<file path="config.mk">
export PLATFORM = sky130hd
export DESIGN_NAME = video_pattern_source_flat
export DESIGN_NICKNAME = d
export VERILOG_FILES = /design/src/rtl/video_pattern_source_pkg.sv /design/src/rtl/video_pattern_source_if.sv /design/src/rtl/video_pattern_source_gen.sv /design/src/rtl/video_pattern_source.sv /design/src/flat_wrapper.sv
export SDC_FILE = /design/constraint.sdc
export NUM_CORES = 1
export LEC_CHECK = 0
export ABC_AREA = 1
export CORE_MARGIN = 2
export CORE_UTILIZATION = 50
export DETAILED_ROUTE_END_ITERATION = 8
export PLACE_DENSITY = 0.74
export RECOVER_POWER = 25
export SLEW_MARGIN = 10
export SYNTH_ARGS = -nofsm -noshare
export SYNTH_HDL_FRONTEND = slang
export SYNTH_SLANG_ARGS = --single-unit
</file>
<file path="constraint.sdc">
create_clock -name clk -period 2 [get_ports clk]
set_clock_uncertainty 0.1 [all_clocks]
set_input_delay 0.3 -clock clk [delete_from_list [all_inputs] [get_ports clk]]
set_output_delay 0.3 -clock clk [all_outputs]
set_load 0.02 [all_outputs]
</file>
<file path="src/rtl/video_pattern_source_pkg.sv">
// Shared constants and types for the video pattern source.
// Register map, pattern encodings, RGB565 bar palette.
package video_pattern_source_pkg;

    typedef logic [15:0] rgb565_t;

    typedef struct packed {
        logic [9:0] x;
        logic [9:0] y;
        logic [2:0] bar;
        logic [6:0] bcnt;
    } pos_t;

    localparam logic [1:0] REG_CTRL = 2'd0;
    localparam logic [1:0] REG_PAT  = 2'd1;
    localparam logic [1:0] REG_FG   = 2'd2;
    localparam logic [1:0] REG_STAT = 2'd3;

    localparam logic [2:0] PAT_SOLID = 3'd0;
    localparam logic [2:0] PAT_BARS  = 3'd1;
    localparam logic [2:0] PAT_GRAD  = 3'd2;
    localparam logic [2:0] PAT_CHECK = 3'd3;

    localparam logic [0:0] ST_IDLE   = 1'b0;
    localparam logic [0:0] ST_STREAM = 1'b1;

    localparam rgb565_t BAR_WHITE   = 16'hFFFF;
    localparam rgb565_t BAR_YELLOW  = 16'hFFE0;
    localparam rgb565_t BAR_CYAN    = 16'h07FF;
    localparam rgb565_t BAR_GREEN   = 16'h07E0;
    localparam rgb565_t BAR_MAGENTA = 16'hF81F;
    localparam rgb565_t BAR_RED     = 16'hF800;
    localparam rgb565_t BAR_BLUE    = 16'h001F;
    localparam rgb565_t BAR_BLACK   = 16'h0000;

    function automatic rgb565_t bar_color(input logic [2:0] idx);
        rgb565_t c;
        case (idx)
            3'd0:    c = BAR_WHITE;
            3'd1:    c = BAR_YELLOW;
            3'd2:    c = BAR_CYAN;
            3'd3:    c = BAR_GREEN;
            3'd4:    c = BAR_MAGENTA;
            3'd5:    c = BAR_RED;
            3'd6:    c = BAR_BLUE;
            default: c = BAR_BLACK;
        endcase
        return c;
    endfunction

endpackage

</file>
<file path="src/rtl/video_pattern_source_if.sv">
// Avalon-MM control slave plus Avalon-ST video source bundle.
// slave = pattern source side, master = host / sink side.
interface video_pattern_source_if;

    logic        chipselect;
    logic [1:0]  address;
    logic        write;
    logic [31:0] writedata;
    logic        read;
    logic [31:0] readdata;
    logic        valid_out;
    logic        ready_in;
    logic [15:0] data_out;
    logic        startofpacket_out;
    logic        endofpacket_out;

    modport slave (
        input  chipselect, address, write, writedata, read, ready_in,
        output readdata, valid_out, data_out,
        output startofpacket_out, endofpacket_out
    );

    modport master (
        output chipselect, address, write, writedata, read, ready_in,
        input  readdata, valid_out, data_out,
        input  startofpacket_out, endofpacket_out
    );

endinterface

</file>
<file path="src/rtl/video_pattern_source_gen.sv">
// Combinational pixel colour for one (x, y) position.
// Bar index comes from the caller's sub-counter.
module video_pattern_gen
    import video_pattern_source_pkg::*;
(
    input  logic [9:0] x,
    input  logic [9:0] y,
    input  logic [2:0] bar_idx,
    input  logic [2:0] pat,
    input  rgb565_t    fg,
    output rgb565_t    pix
);

    logic unused_xy;
    assign unused_xy = ^{x[9:8], y[9:5], y[3:0]};

    // Select the colour for the requested pattern.
    always_comb begin
        pix = fg;
        unique case (1'b1)
            (pat == PAT_BARS):  pix = bar_color(bar_idx);
            (pat == PAT_GRAD):  pix = {x[7:3], x[7:2], x[7:3]};
            (pat == PAT_CHECK): pix = (x[4] ^ y[4]) ? ~fg : fg;
            default:            pix = fg;
        endcase
    end

endmodule

</file>
<file path="src/rtl/video_pattern_source.sv">
// RGB565 test-frame generator with Avalon-ST output.
// Configured through a 4-word Avalon-MM register slave.
module video_pattern_source
    import video_pattern_source_pkg::*;
#(
    parameter int WIDTH  = 320,
    parameter int HEIGHT = 240
) (
    input logic                   clk,
    input logic                   reset,
    video_pattern_source_if.slave bus
);

    localparam logic [9:0] XMAX = 10'(WIDTH - 1);
    localparam logic [9:0] YMAX = 10'(HEIGHT - 1);
    localparam logic [6:0] BMAX = 7'(WIDTH / 8 - 1);

    logic [0:0]  state;
    logic        enable;
    logic        single_frame;
    logic [2:0]  pattern_sel;
    rgb565_t     fg_color;
    logic [15:0] frame_count;
    logic [2:0]  sh_pat;
    rgb565_t     sh_fg;
    pos_t        pos;
    pos_t        pos_n;
    logic [2:0]  pat_n;
    rgb565_t     fg_n;
    rgb565_t     pix;
    logic        xfer;
    logic        eop_xfer;
    logic        start;
    logic        busy;
    logic        sop_n;
    logic        eop_n;
    logic        wr;
    logic        rd;
    logic        unused_wd;

    assign unused_wd = ^bus.writedata[31:16];

    // Next pixel position and frame shadows, advanced per accepted beat.
    always_comb begin
        xfer     = bus.valid_out && bus.ready_in;
        eop_xfer = xfer && bus.endofpacket_out;
        busy     = (state == ST_STREAM);
        start    = (!busy && enable) ||
                   (eop_xfer && !single_frame && enable);
        wr       = bus.chipselect && bus.write;
        rd       = bus.chipselect && bus.read;
        pos_n    = pos;
        pat_n    = sh_pat;
        fg_n     = sh_fg;
        if (start) begin
            pos_n = '0;
            pat_n = pattern_sel;
            fg_n  = fg_color;
        end else if (xfer) begin
            if (pos.x == XMAX) begin
                pos_n.x    = '0;
                pos_n.y    = pos.y + 10'd1;
                pos_n.bar  = '0;
                pos_n.bcnt = '0;
            end else begin
                pos_n.x = pos.x + 10'd1;
                if (pos.bcnt == BMAX) begin
                    pos_n.bcnt = '0;
                    pos_n.bar  = pos.bar + 3'd1;
                end else begin
                    pos_n.bcnt = pos.bcnt + 7'd1;
                end
            end
        end
        sop_n = (pos_n.x == '0) && (pos_n.y == '0);
        eop_n = (pos_n.x == XMAX) && (pos_n.y == YMAX);
    end

    video_pattern_gen u_gen (
        .x       (pos_n.x),
        .y       (pos_n.y),
        .bar_idx (pos_n.bar),
        .pat     (pat_n),
        .fg      (fg_n),
        .pix     (pix)
    );

    // Frame FSM, counters and registered stream outputs.
    always_ff @(posedge clk) begin
        if (reset) begin
            state                 <= ST_IDLE;
            pos                   <= '0;
            sh_pat                <= '0;
            sh_fg                 <= '0;
            frame_count           <= '0;
            bus.valid_out         <= 1'b0;
            bus.data_out          <= '0;
            bus.startofpacket_out <= 1'b0;
            bus.endofpacket_out   <= 1'b0;
        end else begin
            pos    <= pos_n;
            sh_pat <= pat_n;
            sh_fg  <= fg_n;
            if (eop_xfer)
                frame_count <= frame_count + 16'd1;
            if (start) begin
                state                 <= ST_STREAM;
                bus.valid_out         <= 1'b1;
                bus.data_out          <= pix;
                bus.startofpacket_out <= sop_n;
                bus.endofpacket_out   <= eop_n;
            end else if (eop_xfer) begin
                state                 <= ST_IDLE;
                bus.valid_out         <= 1'b0;
                bus.startofpacket_out <= 1'b0;
                bus.endofpacket_out   <= 1'b0;
            end else if (xfer) begin
                bus.data_out          <= pix;
                bus.startofpacket_out <= sop_n;
                bus.endofpacket_out   <= eop_n;
            end
        end
    end

    // Register file; a software write to reg0 beats the hardware clear.
    always_ff @(posedge clk) begin
        if (reset) begin
            enable       <= 1'b0;
            single_frame <= 1'b0;
            pattern_sel  <= '0;
            fg_color     <= '0;
            bus.readdata <= '0;
        end else begin
            if (wr && bus.address == REG_CTRL) begin
                enable       <= bus.writedata[0];
                single_frame <= bus.writedata[1];
            end else if (eop_xfer && single_frame) begin
                enable <= 1'b0;
            end
            if (wr && bus.address == REG_PAT)
                pattern_sel <= bus.writedata[2:0];
            if (wr && bus.address == REG_FG)
                fg_color <= bus.writedata[15:0];
            if (rd) begin
                unique case (bus.address)
                    REG_CTRL: bus.readdata <= {30'd0, single_frame, enable};
                    REG_PAT:  bus.readdata <= {29'd0, pattern_sel};
                    REG_FG:   bus.readdata <= {16'd0, fg_color};
                    REG_STAT: bus.readdata <= {15'd0, busy, frame_count};
                endcase
            end
        end
    end

endmodule

</file>
<file path="src/flat_wrapper.sv">
// flat-port wrapper written by rule: the top's interface ports become plain ports
module video_pattern_source_flat import video_pattern_source_pkg::*;
#(
    parameter int WIDTH  = 320,
    parameter int HEIGHT = 240
)
  (clk, reset, bus_chipselect, bus_address, bus_write, bus_writedata, bus_read, bus_ready_in, bus_readdata, bus_valid_out, bus_data_out, bus_startofpacket_out, bus_endofpacket_out);
  video_pattern_source_if bus_i ();
  input logic clk;
  input logic reset;
  input wire logic [$bits(bus_i.chipselect)-1:0] bus_chipselect;
  input wire logic [$bits(bus_i.address)-1:0] bus_address;
  input wire logic [$bits(bus_i.write)-1:0] bus_write;
  input wire logic [$bits(bus_i.writedata)-1:0] bus_writedata;
  input wire logic [$bits(bus_i.read)-1:0] bus_read;
  input wire logic [$bits(bus_i.ready_in)-1:0] bus_ready_in;
  output wire logic [$bits(bus_i.readdata)-1:0] bus_readdata;
  output wire logic [$bits(bus_i.valid_out)-1:0] bus_valid_out;
  output wire logic [$bits(bus_i.data_out)-1:0] bus_data_out;
  output wire logic [$bits(bus_i.startofpacket_out)-1:0] bus_startofpacket_out;
  output wire logic [$bits(bus_i.endofpacket_out)-1:0] bus_endofpacket_out;
  assign bus_i.chipselect = bus_chipselect;
  assign bus_i.address = bus_address;
  assign bus_i.write = bus_write;
  assign bus_i.writedata = bus_writedata;
  assign bus_i.read = bus_read;
  assign bus_i.ready_in = bus_ready_in;
  assign bus_readdata = bus_i.readdata;
  assign bus_valid_out = bus_i.valid_out;
  assign bus_data_out = bus_i.data_out;
  assign bus_startofpacket_out = bus_i.startofpacket_out;
  assign bus_endofpacket_out = bus_i.endofpacket_out;
  video_pattern_source #(.WIDTH(WIDTH), .HEIGHT(HEIGHT)) u_core (.clk(clk), .reset(reset), .bus(bus_i));
endmodule
</file>
==> impl_metrics.tcl <==
set metrics [dict create \
    status "finished, violations left" \
    violations "setup timing" \
    path_max_fanout 28 \
    slowest_stage "dfxtp_4" \
    finalCritPeriodShare 1.06 \
    hp-class "in -> reg" \
    initial_utilization 0.507 \
    viasPerCell 5.12 \
    clk-insertion-delay-late_ps 430 \
    critPathCaptureType "flip-flop" \
    crit_type "reg -> reg" \
    placed_cell_area_sq_um 7940 \
    syn_to_final_growth_pct 42.2 \
    seqPwrFrac 0.405 \
    gp_congestion 0.936 \
    layout_commonest_cell "nand2_1" \
    grt_pass1_vias 6466 \
    cts_root_buf "clkbuf_16" \
    drive_gt1_frac 0.223 \
    cp.required_ps 2270 \
    synth-seq-cells 122 \
    diodes 0 \
    yosysSeqAreaShare 0.385 \
    grt_pass1_wl_um 28900 \
    htree_levels 4 \
    ant_nets 0 \
    max_cap_violations 0 \
    cts_tree "yes" \
    nNetsFinal 1189 \
    fin_crit_ps 2120 \
    path_clk_slew_ps 60 \
    num_rows 41 \
    synthMuxAreaShare 0 \
    worstPathArrival_ps 2380 \
    hpwl_um 11700 \
    die_w_um 117 \
    die_h_um 117 \
    synth_cell_type_count 34 \
    wl_per_cell_um 13.6 \
    design_area_sq_um 9020 \
    die_area_sq_um 13600 \
    yosysTopAreaCellShare 0.385 \
    syn_inst 966 \
    p_total_mw 6.17 \
    synth_compound_area_frac 0.134 \
    ios 91 \
    synthAdderAreaFrac 0.00986 \
    yosys-top-cells-area "dfxtp_1 (39%), nand2_1 (13%), inv_1 (7.9%)" \
    antenna_found_initial 0 \
    combPwrFrac 0.082 \
    netSwitchingFraction 0.239 \
    grt_usage 0.270 \
    setup_slack_ps -117 \
    drv_slew 0 \
    grt_max_degree 44 \
    slowest_delay_ps 400 \
    power_density_nw_per_um2 684 \
    peakVddDrop_mv 0.628 \
    synth_xor_area_frac 0.0124 \
    vias 6800 \
    drt_first_pass_iters 5 \
    grt-ovfl-total 0 \
    final_hold_viol_count 0 \
    yosysTopAreaCell "dfxtp_1" \
    rsz0062_at_grt "true" \
    synth_top_family_by_area "simple AND/OR/NAND/NOR gates" \
    syn_area_sq_um 6340 \
    totalWireLength_um 18100 \
    syn_avg_cell_area_sq_um 6.57 \
    fmax_mhz 472 \
    cts_made_buffers 17 \
    internal_power_mw 4.70 \
    start_kind "flip-flop" \
    yosysWarnings 0 \
    port_buffers 59 \
    leakage_nw 4.02 \
    drt-initial-drc-count 581 \
    setup_viol 20 \
    p_switching_mw 1.47 \
    cts_hold_buffers 0 \
    path_cells "a21oi_2 > buf_4 > nand2_8 > inv_4 > buf_12 > o21ai_0 > nand3b_1 > nand3_1 > nand2_1 > nand2_2 > a21oi_1" \
    power_frac_clock 0.512 \
    core_sq_um 12500 \
    drc 0 \
    final_cell_mix "nand2_1 (213), inv_1 (129), buf_4 (122)" \
    cts_num_sinks 122 \
    cts_buffer_depth 2 \
    synthSimpleGateAreaFrac 0.332 \
]
[layer usage]
metal	wire length [um]	track usage	vias up
met5	0	0	-
met4	711	0.123	0
met3	853	0.0643	67
met2	9120	0.462	196
met1	7400	0.321	3137
li1	-	-	3400
[final timing paths]
path,startpoint,endpoint,slack [ps],cells after the start
setup / recovery,u_core.bus.valid_out,u_core.bus.data_out[15],-120,11
setup reg to reg,u_core.bus.valid_out,u_core.bus.data_out[15],-120,11
hold reg to reg,u_core.bus.data_out[6],u_core.bus.data_out[6],360,2
hold / removal,reset,u_core.sh_fg[8],260,3
[layout make-up]
cell class / count / area (sq um)
Fill cell: 985 / 3500
Multi-Input combinational cell: 667 / 3500
Sequential cell: 122 / 2460
Timing Repair Buffer: 196 / 1700
Inverter: 140 / 541
Clock buffer: 23 / 499
Tap cell: 172 / 215
Clock inverter: 9 / 110
[Yosys cell counts]
cell type and count:
nand2_1 225, nor3_1 13, nand2_2 3, a22oi_1 1
nor2_4 2, clkbuf_1 25, xnor2_1 1, xor2_1 8
o21ai_0 70, a211oi_1 1, nor2_2 7, nand3_1 65
nor2_1 132, buf_1 1, o221ai_1 11, o21ai_4 1
o21ai_2 4, nand4_1 14, buf_2 5, a21oi_1 62
inv_2 6, conb_1 1, nand2_4 3, a221oi_1 1
o22ai_1 2, nand3_2 2, o21a_1 1, inv_1 134
nand3_4 1, dfxtp_1 122, buf_4 20, ha_1 5
nor3_2 1, nand3b_1 16
[registers in the layout (all words and copies together), names as in the netlist]
signal,flops
u_core.pos,30
u_core.bus.readdata,17
u_core.bus.data_out,16
u_core.fg_color,16
u_core.frame_count,16
u_core.sh_fg,16
u_core.pattern_sel,3
u_core.sh_pat,3
u_core.bus.endofpacket_out,1
u_core.bus.startofpacket_out,1
u_core.bus.valid_out,1
u_core.enable,1
u_core.single_frame,1
[critical path, delay by kind of cell (launching register included)]
kind,cells,cell delay (ps)
compound gates,3,570
buf+inv,3,400
flops,1,400
simple gates,5,570
[cell families (layout without fill, tap and decap cells)]
family | Yosys count | in the layout
and+or+nand+nor | 484 | 484
AOI/OAI and AO/OA | 154 | 154
adders and majority gates | 5 | 5
buffers and inverters | 191 | 368
other | 1 | 15
DFF | 122 | 122
xor gates and xnor gates | 9 | 9
[power groups by stage]
stage / Clock [mW] / Sequential (mW) / Combinational (mW)
floorplan: 0 / 2.58 / 0.258
global placement: 0 / 2.55 / 0.476
detailed placement: 0 / 2.55 / 0.482
CTS: 3.17 / 2.50 / 0.492
global route: 3.28 / 2.50 / 0.559
finish: 3.16 / 2.50 / 0.507
[stage by stage]
stage | setup slack (ps) | setup TNS (ps) | instances | hold slack, ps | util
finish | -117 | -787 | 1329 | 256 | 0.720
global route | -235 | -3810 | 1329 | 279 | 0.720
floorplan | 17.1 | 0 | 980 | 335 | -
global placement | -492 | -14110 | 1281 | 354 | 0.635
CTS | -56.1 | -323 | 1315 | 254 | 0.693
detailed placement | -539 | -15650 | 1281 | 357 | 0.635
[what timing repair did]
item / CTS / global route
gates resized for setup: 32 / 75
buffers inserted: 3 / 14
endpoints found under the setup margin: 21 / 24
pin swaps: 14 / 25
(Power assumes the default switching activity.)
